**src/rtl/inst_fetch_unit.sv**
```systemverilog
`default_nettype none
// ============================================================================
// Module   : inst_fetch_unit
// Purpose  : Byte-serial fetch from a synchronous instruction memory. Bytes are
//            assembled into little-endian words and queued for decode.
// Revision : 1.0 - initial release
// ============================================================================
module inst_fetch_unit #(
    parameter int DWIDTH     = 8,
    parameter int ADDR       = 10,
    parameter int INST_BYTES = 4,
    parameter int DEPTH      = 2
) (
    input  logic                         i_clk,
    input  logic                         i_rst,
    input  logic                         i_start,
    input  logic [ADDR-1:0]              i_start_pc,
    input  logic                         i_redirect,
    input  logic [ADDR-1:0]              i_redirect_pc,
    input  logic                         i_halt,
    output logic                         o_mem_csb,
    output logic                         o_mem_web,
    output logic [ADDR-1:0]              o_mem_addr,
    input  logic [DWIDTH-1:0]            i_mem_data,
    output logic                         o_valid,
    input  logic                         i_ready,
    output logic [DWIDTH*INST_BYTES-1:0] o_inst,
    output logic [ADDR-1:0]              o_pc,
    output logic                         o_busy
);

    localparam int              c_iw    = DWIDTH * INST_BYTES;
    localparam int              c_pw    = $clog2(DEPTH);
    localparam int              c_cw    = $clog2(DEPTH) + 2;
    localparam logic [ADDR-1:0] c_low   = ADDR'(INST_BYTES - 1);
    localparam logic [ADDR-1:0] c_align = ~c_low;

    typedef enum logic [1:0] {
        S_IDLE  = 2'd0,
        S_ISSUE = 2'd1,
        S_STALL = 2'd2
    } state_t;

    state_t            r_state;
    logic [ADDR-1:0]   r_pc;
    logic [ADDR-1:0]   r_mem_addr;
    logic              r_mem_csb;
    logic              r_tag_a;
    logic              r_tag_b;
    logic [ADDR-1:0]   r_addr_b;
    logic [c_cw-1:0]   r_asm_words;
    logic [DWIDTH-1:0] r_slot [INST_BYTES-1];

    logic [c_iw-1:0]   r_fifo_inst [DEPTH];
    logic [ADDR-1:0]   r_fifo_pc   [DEPTH];
    logic [c_pw-1:0]   r_wr_ptr;
    logic [c_pw-1:0]   r_rd_ptr;
    logic [c_cw-1:0]   r_count;

    logic              w_can_begin;
    logic              w_issue;
    logic              w_begin;
    logic [ADDR-1:0]   w_issue_pc;
    logic              w_push;
    logic              w_pop;
    logic [c_iw-1:0]   w_word;
    logic [ADDR-1:0]   w_push_pc;

    // Slots are reserved at word start, so a push can never find the FIFO full.
    assign w_can_begin = ((r_count + r_asm_words) < c_cw'(DEPTH)) && !i_halt;

    always_comb begin
        w_issue_pc = r_pc;
        w_issue    = 1'b0;
        if (r_state == S_IDLE) begin
            w_issue_pc = i_start_pc & c_align;
            w_issue    = i_start;
        end else begin
            w_issue = ((r_pc & c_low) != '0) || w_can_begin;
        end
    end

    assign w_begin   = w_issue && ((w_issue_pc & c_low) == '0);
    assign w_push    = r_tag_b && ((r_addr_b & c_low) == c_low);
    assign w_push_pc = r_addr_b - c_low;
    assign w_pop     = o_valid && i_ready;

    for (genvar k = 0; k < INST_BYTES - 1; k++) begin : g_word
        assign w_word[k*DWIDTH +: DWIDTH] = r_slot[k];
    end
    assign w_word[c_iw-1 -: DWIDTH] = i_mem_data;

    always_ff @(posedge i_clk or posedge i_rst) begin
        if (i_rst) begin
            r_state     <= S_IDLE;
            r_pc        <= '0;
            r_mem_addr  <= '0;
            r_mem_csb   <= 1'b1;
            r_tag_a     <= 1'b0;
            r_tag_b     <= 1'b0;
            r_addr_b    <= '0;
            r_asm_words <= '0;
            for (int k = 0; k < INST_BYTES - 1; k++) r_slot[k] <= '0;
        end else if (i_redirect) begin
            r_state     <= S_ISSUE;
            r_pc        <= i_redirect_pc & c_align;
            r_mem_csb   <= 1'b1;
            r_tag_a     <= 1'b0;
            r_tag_b     <= 1'b0;
            r_asm_words <= '0;
        end else begin
            // Byte index within a word is the low address bits, since words are aligned.
            r_tag_b  <= r_tag_a;
            r_addr_b <= r_mem_addr;
            for (int k = 0; k < INST_BYTES - 1; k++) begin
                if (r_tag_b && ((r_addr_b & c_low) == ADDR'(k))) r_slot[k] <= i_mem_data;
            end
            r_mem_csb   <= ~w_issue;
            r_tag_a     <= w_issue;
            r_asm_words <= r_asm_words + c_cw'(w_begin) - c_cw'(w_push);
            if (w_issue) begin
                r_state    <= S_ISSUE;
                r_mem_addr <= w_issue_pc;
                r_pc       <= w_issue_pc + ADDR'(1);
            end else if (r_state != S_IDLE) begin
                r_state <= S_STALL;
            end
        end
    end

    always_ff @(posedge i_clk or posedge i_rst) begin
        if (i_rst) begin
            r_wr_ptr <= '0;
            r_rd_ptr <= '0;
            r_count  <= '0;
            for (int i = 0; i < DEPTH; i++) begin
                r_fifo_inst[i] <= '0;
                r_fifo_pc[i]   <= '0;
            end
        end else if (i_redirect) begin
            r_wr_ptr <= '0;
            r_rd_ptr <= '0;
            r_count  <= '0;
        end else begin
            if (w_push) begin
                r_fifo_inst[r_wr_ptr] <= w_word;
                r_fifo_pc[r_wr_ptr]   <= w_push_pc;
                r_wr_ptr              <= r_wr_ptr + c_pw'(1);
            end
            if (w_pop) r_rd_ptr <= r_rd_ptr + c_pw'(1);
            r_count <= r_count + c_cw'(w_push) - c_cw'(w_pop);
        end
    end

    assign o_mem_csb  = r_mem_csb;
    assign o_mem_web  = 1'b1;
    assign o_mem_addr = r_mem_addr;
    assign o_valid    = (r_count != '0);
    assign o_inst     = r_fifo_inst[r_rd_ptr];
    assign o_pc       = r_fifo_pc[r_rd_ptr];
    assign o_busy     = (r_state != S_IDLE);

endmodule
`default_nettype wire

```
**config.mk**
```make
export PLATFORM = sky130hd
export DESIGN_NAME = inst_fetch_unit
export DESIGN_NICKNAME = d
export VERILOG_FILES = /design/src/rtl/inst_fetch_unit.sv
export SDC_FILE = /design/constraint.sdc
export NUM_CORES = 1
export LEC_CHECK = 0
export BUFFER_PORTS_ARGS = -buffer_cell sky130_fd_sc_hd__buf_2
export CORE_MARGIN = 5
export CORE_UTILIZATION = 39
export CTS_CLUSTER_SIZE = 20
export DETAILED_ROUTE_END_ITERATION = 10
export MAX_ROUTING_LAYER = met4
export PLACE_DENSITY_LB_ADDON = 0.08
export RECOVER_POWER = 50
export REMOVE_ABC_BUFFERS = 1
export SETUP_SLACK_MARGIN = 0.5
export SYNTH_ARGS = -nofsm -noshare
export SYNTH_HDL_FRONTEND = slang
export SYNTH_SLANG_ARGS = --single-unit
export TNS_END_PERCENT = 30
```
**constraint.sdc**
```tcl
create_clock -name i_clk -period 4.3 [get_ports i_clk]
set_input_delay 0.645 -clock i_clk [delete_from_list [all_inputs] [get_ports i_clk]]
set_output_delay 0.645 -clock i_clk [all_outputs]
set_load 0.02 [all_outputs]
```
**Yosys cells after proc, flatten, opt, wreduce, memory -nomap -nowiden**

Index checks and enable logic that the tools add are counted.

- Bits in read-only memories: 0
- Latch bits: 0
- Memories kept: 0
- Memory bits (writable): 0
- Word-level logic and storage cells: 91
- Register bits: 151

- Divide/modulo/power cells: 0
- Equal/unequal tests: 3
- Shifts and indexed selects: 0
- Multipliers: 0
- Bitwise gates (word level): 4
- Mux-type cells: 28
- Magnitude comparators: 4
- $add $sub $neg: 9
- Reduce and logical (&&, ||, !) cells: 25

Operator list:

| operator | count |
|---|---|
| 32-bit two-way mux | 4 |
| 10-bit two-way mux | 7 |
| 64-bit bitwise mux | 1 |
| 32-bit demux with 1-bit select | 1 |
| 20-bit bitwise mux | 1 |
| 10-bit zero test | 2 |
| 10-bit by 1-bit adder with 10-bit output, second input constant | 1 |
| 10-bit demux with 1-bit select | 1 |
| 2-bit AND reduction | 5 |
| 10-bit nonzero test | 1 |
| 10-bit by 2-bit subtractor with 10-bit output, second input constant | 1 |
| 1-bit logical AND | 8 |
| 1-bit two-way mux | 8 |
| 2-bit nonzero test | 4 |
| 3-bit by 1-bit adder with 3-bit output | 2 |
| 2-bit two-way mux | 3 |
| 3-bit two-way mux | 2 |
| 3-bit nonzero test | 2 |
| 3-bit by 1-bit subtractor with 3-bit output | 2 |
| 2-bit == test, second input constant | 2 |
| 2-bit greater-or-equal comparator, second input constant | 2 |
| 1-bit NOT with 2-bit output | 2 |
| 3-bit adder | 1 |
| 3-bit by 2-bit < comparator with 1-bit output, second input constant | 1 |
| 7 further kinds | 9 |

**Depth between registers and ports, before layout**

Gate-level depths: netlist of the first run.

- Word-level depth: 9
- Gate-level depth with buffers: 13

**Worst setup path before layout of the first run**

Ideal clock, no wire load.

- Kind: register to register
- From: register r_state[0]
- To: register r_asm_words[2]
- Stages on the path, launching flop included: 14
- Setup slack: 1.717 ns
- Path buffers: 1
- Arrival: 2.451 ns
- Clock period less this slack: 2.583 ns
- Path through: dfrtp_1 -> nor2_1 -> inv_1 -> buf_1 -> nand2_1 -> ha_1 -> nand3_1 -> ha_1 -> inv_1 -> ha_1 -> inv_1 -> fa_1 -> xnor2_1 -> nor2_1

- Longest elaborated chain between the ends: 7
- Elaborated cells between the ends (all ways): 8
- Those cells by class: add/sub: 2; mux: 3; reduce/logical: 3

RTL lines:

| what | RTL line | RTL |
|---|---|---|
| start: declaration | 44 | `state_t r_state;` |
| start signal: assignment | 95 | `r_state <= S_IDLE;` |
| start signal: assignment | 105 | `r_state <= S_ISSUE;` |
| start signal: assignment | 122 | `r_state <= S_ISSUE;` |
| 2-bit zero test * | 75 | `if (r_state == S_IDLE) begin` |
| 10-bit two-way mux | 75 |  |
| 10-bit zero test | 83 | `assign w_begin = w_issue && ((w_issue_pc & c_low) == '0);` |
| 1-bit logical AND * | 83 |  |
| 3-bit by 1-bit adder with 3-bit output * | 120 | `r_asm_words <= r_asm_words + c_cw'(w_begin) - c_cw'(w_push);` |
| 3-bit by 1-bit subtractor with 3-bit output * | 120 |  |
| 3-bit two-way mux * | 104 | `end else if (i_redirect) begin` |
| end signal: assignment | 120 |  |
| end: declaration | 51 | `logic [c_cw-1:0] r_asm_words;` |

Mark *: on every way between the ends. The rest lies on a longest branch, timed or not.
A chain may end at the register's enable or synchronous reset.

==> impl_metrics.csv, run 1 <==
group,metric,value,unit
worst_setup_path,worstPathRequired,4660,ps
synth,synthesis.area,6810,sq um
worst_setup_path,path_cells,"clkbuf_1 -> clkinvlp_4 -> clkbuf_1",
floorplanning,fp.dieH,142,um
synth,ys_seq_area_frac,0.555,
worst_setup_path,endpoint_kind,"asynchronous set/reset pin",
synth,synth.largest_area_cell,"dfrtp_1",
power_and_ir_drop,seqPwrFrac,0.437,
synth,synth_seq_cells,151,
power_and_ir_drop,powerDensity,592,nW/um^2
cts,numCtsBuffers,17,
placed_design,place_hpwl,9.36,mm
route,routedWlPerCell,16.3,um
synth,yosys_most_used_dff,"dfrtp_1",
route,vias_per_cell,4.91,
placed_design,port_buffers,84,
route,drt.antenna.violating_nets,0,
sta,min_period,2830,ps
cells_and_area,drive_gt1_frac,0.342,
route,vias,4421,
synth,synth_top_family_by_area,"multiplexers",
worst_setup_path,crit_path_max_fanout,108,
floorplanning,die_x,142,um
synth,synthArstFlopShare,1.00,
worst_setup_path,reg2reg_depth,12,
sta,max_slew_margin,-0.571,
sta,worstMarginPinSlew,2360,ps
cells_and_area,post-route-util,0.465,
floorplanning,core_area,17200,sq um
synth,synth_xor_area_frac,0.0278,
synth,yosys-top-cells-count,"dfrtp_1, nand2_1, mux2_2, inv_1, o21ai_0",
cts,ctsRootBufferMaster,"clkbuf_16",
synth,synth-edff-count,0,
sta,setup_violations,0,
power_and_ir_drop,clockPowerShare,0.325,
grt,grt_usage,0.159,
placed_design,globalplace.congestion,0.863,
worst_setup_path,cpPeakStageDelay,1410,ps
sta,fmax,354,MHz
synth,post_synth_num_cell_types,44,
floorplanning,dieArea,20200,sq um
power_and_ir_drop,netSwitchingFraction,0.322,
synth,yosys.area_share.adder,0.0272,
worst_setup_path,cp_slowest_cell,"clkinvlp_4",
min_path,min_path_cells,2,
cells_and_area,antenna_cells,0,
cts,clk_pin_slew,60,ps
grt,antenna_found_initial,0,
power_and_ir_drop,totalPowerFinal,0.00474,W
placed_design,dpl_cell_area,7420,sq um
worst_setup_path,path_common_cell,"clkbuf_1",
worst_setup_path,cp.depth,3,
synth,yosys.area_share.simple,0.115,
cts,clock_sinks,151,
power_and_ir_drop,combPwrFrac,0.238,
floorplanning,rows,48,
cts,cts_buffer_depth,2,
synth,synth_most_common_cell,"dfrtp_1",
synth,synth_compound_area_frac,0.0472,
route,drcViolationCount,0,
sta,hold_viol,0,
worst_setup_path,crit_type,"primary input to asynchronous set/reset pin",
synth,muxShareOfSynthArea,0.195,
sta,drv_slew,140,
worst_setup_path,cp.buffers_inverters,3,
synth,synth_warnings,0,
power_and_ir_drop,ir_drop,0.444,mV
cts,cts_setup_buffers,0,
cells_and_area,fillers,1612,
outcome,failed_checks,"capacitance limit, slew limit",
synth,synth_top_area_frac,0.551,
sta,rsz0062_at_grt,"false",
cts,cts.hold.buffers_added,0,
outcome,outcome,"finished with violations",
power_and_ir_drop,p_int,0.00321,W
power_and_ir_drop,power_leakage,4.11,nW
grt,grt_first_pass_wirelength,24.5,mm
sta,skew,5.63,ps
sta,setup_tns,0,ps
floorplanning,start_util,0.395,
synth,syn_area_per_cell,11.6,sq um
sta,setup_slack,1470,ps
grt,grt-ovfl-total,0,
min_path,hold_path.class,"primary input to register",
floorplanning,io_pins,90,
cells_and_area,syn_to_final_growth,17.7,%
route,drtPass1Iterations,4,
run,max_cap_viol_count,2,
sta,final.period_utilization,0.658,
cells_and_area,nets,710,
cts,cts_tree,"yes",
cells_and_area,stdcell_area,8020,sq um
grt,grt_pass1_vias,4694,
route,wl,14.7,mm
worst_setup_path,arrival,3190,ps
power_and_ir_drop,switchingPower,0.00153,W
worst_setup_path,critPathLaunchType,"primary input",
worst_setup_path,critPathTopFamily,"buffers and inverters",
cts,cts_max_level,4,
cts,clk_latency,420,ps
synth,synthCells,585,
cts,cts_resized,0,
placed_design,pre_cts_slack,1510,ps
synth,synthTopCellsByArea,"dfrtp_1, mux2_2, nand2_1",
route,drtIter0Drc,178,
grt,grt_max_degree,109,
per-stage QoR:
step                      hold WS, ps  instances
after CTS                         440        901
final                             462        901
after floorplan                   439        555
after global placement            446        869
after global routing              445        901
after detailed placement          457        869
logic make-up after synthesis:
group / after synthesis
AOI/OAI and AO/OA: 46
DFF: 151
buffers and inverters: 47
adders and majority gates: 13
other: 1
xor gates and xnor gates: 20
and+or+nand+nor: 188
muxes: 119
final timing paths:
check	slack, ps	to	start
worst max-delay path	1470	r_slot[19]	i_rst
worst min-delay path	460	r_pc[5]	i_redirect_pc[5]
min in group asynchronous	890	r_fifo_inst[49]	i_rst
worst min register to register	470	r_tag_b	r_tag_a
worst max register to register	1560	r_asm_words[2]	r_asm_words[1]
max in group i_clk	1510	o_inst[18]	r_rd_ptr
power by group through the flow:
stage,clock network [W],logic (W),registers (W)
finish,0.00154,0.00113,0.00207
global route,0.00165,0.00127,0.00213
CTS,0.00159,0.00117,0.00208
detailed placement,0,0.00116,0.00210
global placement,0,0.00114,0.00209
floorplan,0,0.000841,0.00203
flip-flops by register name, summed over array words and instances (netlist names):
name         count
r_tag_b          1
r_fifo_inst     64
r_pc            10
r_count          3
r_asm_words      3
r_wr_ptr         1
r_slot          24
r_addr_b        10
r_rd_ptr         1
o_mem_addr      10
r_state          2
r_fifo_pc       20
r_tag_a          1
o_mem_csb        1
metal layers:
metal,track usage,vias to the layer above,part of all wire
met3,0.0393,14,0.038
met1,0.202,2193,0.45
li1,-,2138,-
met2,0.256,76,0.50
met4,0.0439,0,0.011
met5,-,-,0
cell usage in the layout, fill, tap and decap left out, types with 6 or more instances in the layout:
cell type	instances
mux2_2	111
a221o_1	6
dfrtp_1	149
o21ai_1	6
ha_1	10
o21ai_0	17
buf_2	71
mux2i_1	8
clkbuf_1	15
nor2_1	15
inv_1	16
xor2_1	6
nand2_1	143
clkbuf_16	17
xnor2_1	13
final cells by class:
| cell class | count | area (sq um) | share of cell area |
|---|---|---|---|
| timing repair buffer | 89 | 434 | 0.0542 |
| sequential | 151 | 3780 | 0.472 |
| inverter | 17 | 67.6 | 0.00843 |
| multi-input combinational | 387 | 2830 | 0.353 |
| tap | 225 | 282 | 0.0351 |
| clock inverter | 13 | 170 | 0.0212 |
| clock buffer | 19 | 453 | 0.0565 |
Note: power is estimated with default switching activity, not from simulation.
==> inputs of run 2 (changes only) <==
clock period = 2.36 ns   (was 4.3 ns; I/O delays follow)
==> run 2 against run 1 <==
  * The flow finishes with violations (setup timing)
  * Via count up 2.6%
  * Global-route usage rose by 0.34 points
  * Critical path type is now register to register
  * Sequential share of layout area decreased by 4.5 points
  * Utilization up 4.9 points
  * First-iteration DRC count shrank 6.7%
  * Wire length up 5.5%
  * Largest power group unchanged
  * Clock skew grew 3.3 ps
  * Final cell count rose by 3.6%
==> impl_metrics.csv, run 2 (synthesis results as in run 1) <==
group,metric,value,unit
placed_design,dp.cells,887,
sta,final.period_utilization,1.06,
worst_setup_path,endpoint_kind,"register",
route,drtIter0Drc,166,
cts,cts_max_level,4,
worst_setup_path,r2r_slack,-140,ps
worst_setup_path,path_common_cell,"inv_2",
cells_and_area,instances_no_fill,933,
min_path,hold_path.class,"primary input to register",
cts,cts_buffer_depth,2,
cells_and_area,layout_common_cells,"dfrtp_1, nand2_1, mux2_2",
power_and_ir_drop,powerDensity,1050,nW/um^2
sta,drv_slew,0,
sta,rsz0062_at_grt,"true",
sta,worstMarginPinSlew,935,ps
route,wl,15.5,mm
sta,setup_violations,2,
worst_setup_path,cp_slowest_cell,"fa_2",
sta,setup_slack,-139,ps
sta,min_period,2500,ps
grt,grt_first_pass_wirelength,25.1,mm
sta,max_slew_margin,0.376,
floorplanning,rows,48,
cells_and_area,reg.largest.list,"r_fifo_inst (64), r_slot (24), r_fifo_pc (20)",
outcome,outcome,"finished with violations",
cells_and_area,regMostFlops,"r_fifo_inst",
cells_and_area,nets,741,
power_and_ir_drop,ir_drop,0.684,mV
placed_design,globalplace.congestion,0.824,
cells_and_area,post-route-util,0.514,
route,drtPass1Iterations,6,
cells_and_area,syn_to_final_growth,30.2,%
cells_and_area,drive_gt1_frac,0.407,
floorplanning,fp.dieH,142,um
worst_setup_path,reg2reg_from,"r_asm_words[1]",
floorplanning,die_x,142,um
outcome,failed_checks,"setup timing",
worst_setup_path,reg2reg_depth,11,
floorplanning,start_util,0.395,
floorplanning,io_pins,90,
grt,antenna_found_initial,1,
worst_setup_path,crit_path_max_fanout,2,
grt,grt_pass1_vias,4813,
cts,cts_tree,"yes",
cts,ctsRootBufferMaster,"clkbuf_16",
worst_setup_path,worstPathRequired,2650,ps
cts,numCtsBuffers,17,
cts,clk_pin_slew,60,ps
route,drcViolationCount,0,
min_path,min_path_cells,2,
worst_setup_path,crit_type,"register to register",
sta,hold_ws,175,ps
sta,hold_viol,0,
worst_setup_path,cp.depth,11,
worst_setup_path,critPathLaunchType,"register",
floorplanning,dieArea,20200,sq um
cts,clk_latency,410,ps
placed_design,place_hpwl,9.90,mm
placed_design,port_buffers,84,
route,routedWlPerCell,16.6,um
sta,skew,8.94,ps
grt,grt-ovfl-total,0,
worst_setup_path,cp.buffers_inverters,3,
min_path,hold_path_end,"r_pc[6]",
sta,fmax,400,MHz
run,max_cap_viol_count,0,
cts,clock_sinks,151,
power_and_ir_drop,totalPowerFinal,0.00928,W
cells_and_area,fillers,1499,
route,drt.antenna.violating_nets,0,
grt,grt_max_degree,59,
worst_setup_path,path_cells,"inv_2 -> fa_2 -> nand2b_1 -> o211ai_2 -> nand3_1 -> ha_1 -> inv_2 -> ha_4 -> inv_2 -> fa_2 -> nor2_2",
worst_setup_path,r2r-end,"r_asm_words[1]",
cells_and_area,largest_reg_flops,64,
worst_setup_path,cpPeakStageDelay,560,ps
floorplanning,core_area,17200,sq um
worst_setup_path,arrival,2790,ps
worst_setup_path,critPathTopFamily,"adder cells",
route,vias,4537,
power_and_ir_drop,power_leakage,4.41,nW
route,vias_per_cell,4.86,
cells_and_area,layout_commonest_cell,"dfrtp_1",
grt,grt_usage,0.163,
min_path,worstHoldStart,"i_redirect_pc[6]",
## run 2: cell types whose count changed in the layout (fill, tap and decap cells not counted), sizes merged
cell / previous run / this run
buf: 74 / 100
inv: 18 / 16
clkbuf: 34 / 42
clkinv: 5 / 9
dlygate4sd3: 0 / 1
clkinvlp: 4 / 1
bufinv: 3 / 0
diode: 0 / 1
## run 2: how the worst max path moves through the flow
stage                        start              to  slack [ps]
finish              r_asm_words[1]  r_asm_words[1]        -140
global route            r_count[0]  r_asm_words[2]        -270
CTS                 r_asm_words[1]  r_asm_words[1]        -160
detailed placement  r_asm_words[1]  r_asm_words[2]        -200
global placement    r_asm_words[1]  r_asm_words[2]        -120
floorplan                    i_rst   o_mem_addr[0]       -2060
## run 2: what timing repair did
| item | CTS | global route |
|---|---|---|
| pin swaps | 23 | 4 |
| buffers inserted | 2 | 4 |
| hold endpoints to repair | 40 | 0 |
| hold buffers | 1 | 0 |
| resized for setup | 163 | 21 |
| gates cloned | 2 | 4 |
| endpoints found under the setup margin | 68 | 90 |
## run 2: where the power goes
part	total (W)	switching, W	internal, W
clock	0.00237	0.000983	0.00139
sequential	0.00363	0.000478	0.00315
combinational	0.00328	0.00160	0.00168
## run 2: area by class of cell
class                      count  area, sq um  share of cell area
clock inverter                 9         52.6             0.00593
timing repair buffer         120         1110               0.125
multi-input combinational    387         3100               0.350
inverter                      17         70.1             0.00791
antenna                        1         2.50            0.000282
sequential                   151         3780               0.427
clock buffer                  23          468              0.0528
tap                          225          282              0.0318
## run 2: layer usage
| layer | GRT usage | vias up | routed length (um) |
|---|---|---|---|
| li1 | - | 2189 | - |
| met1 | 0.203 | 2258 | 6790 |
| met2 | 0.270 | 80 | 8040 |
| met3 | 0.0323 | 10 | 494 |
| met4 | 0.0470 | 0 | 170 |
| met5 | - | - | 0 |
## run 2: per-stage QoR
stage	instance area [sq um]	TNS [ps]	setup slack, ps
CTS	8730	-277	-155
global route	8860	-1680	-266
global placement	7610	-178	-120
detailed placement	7610	-318	-196
finish	8860	-263	-139
floorplan	6660	-319320	-2060
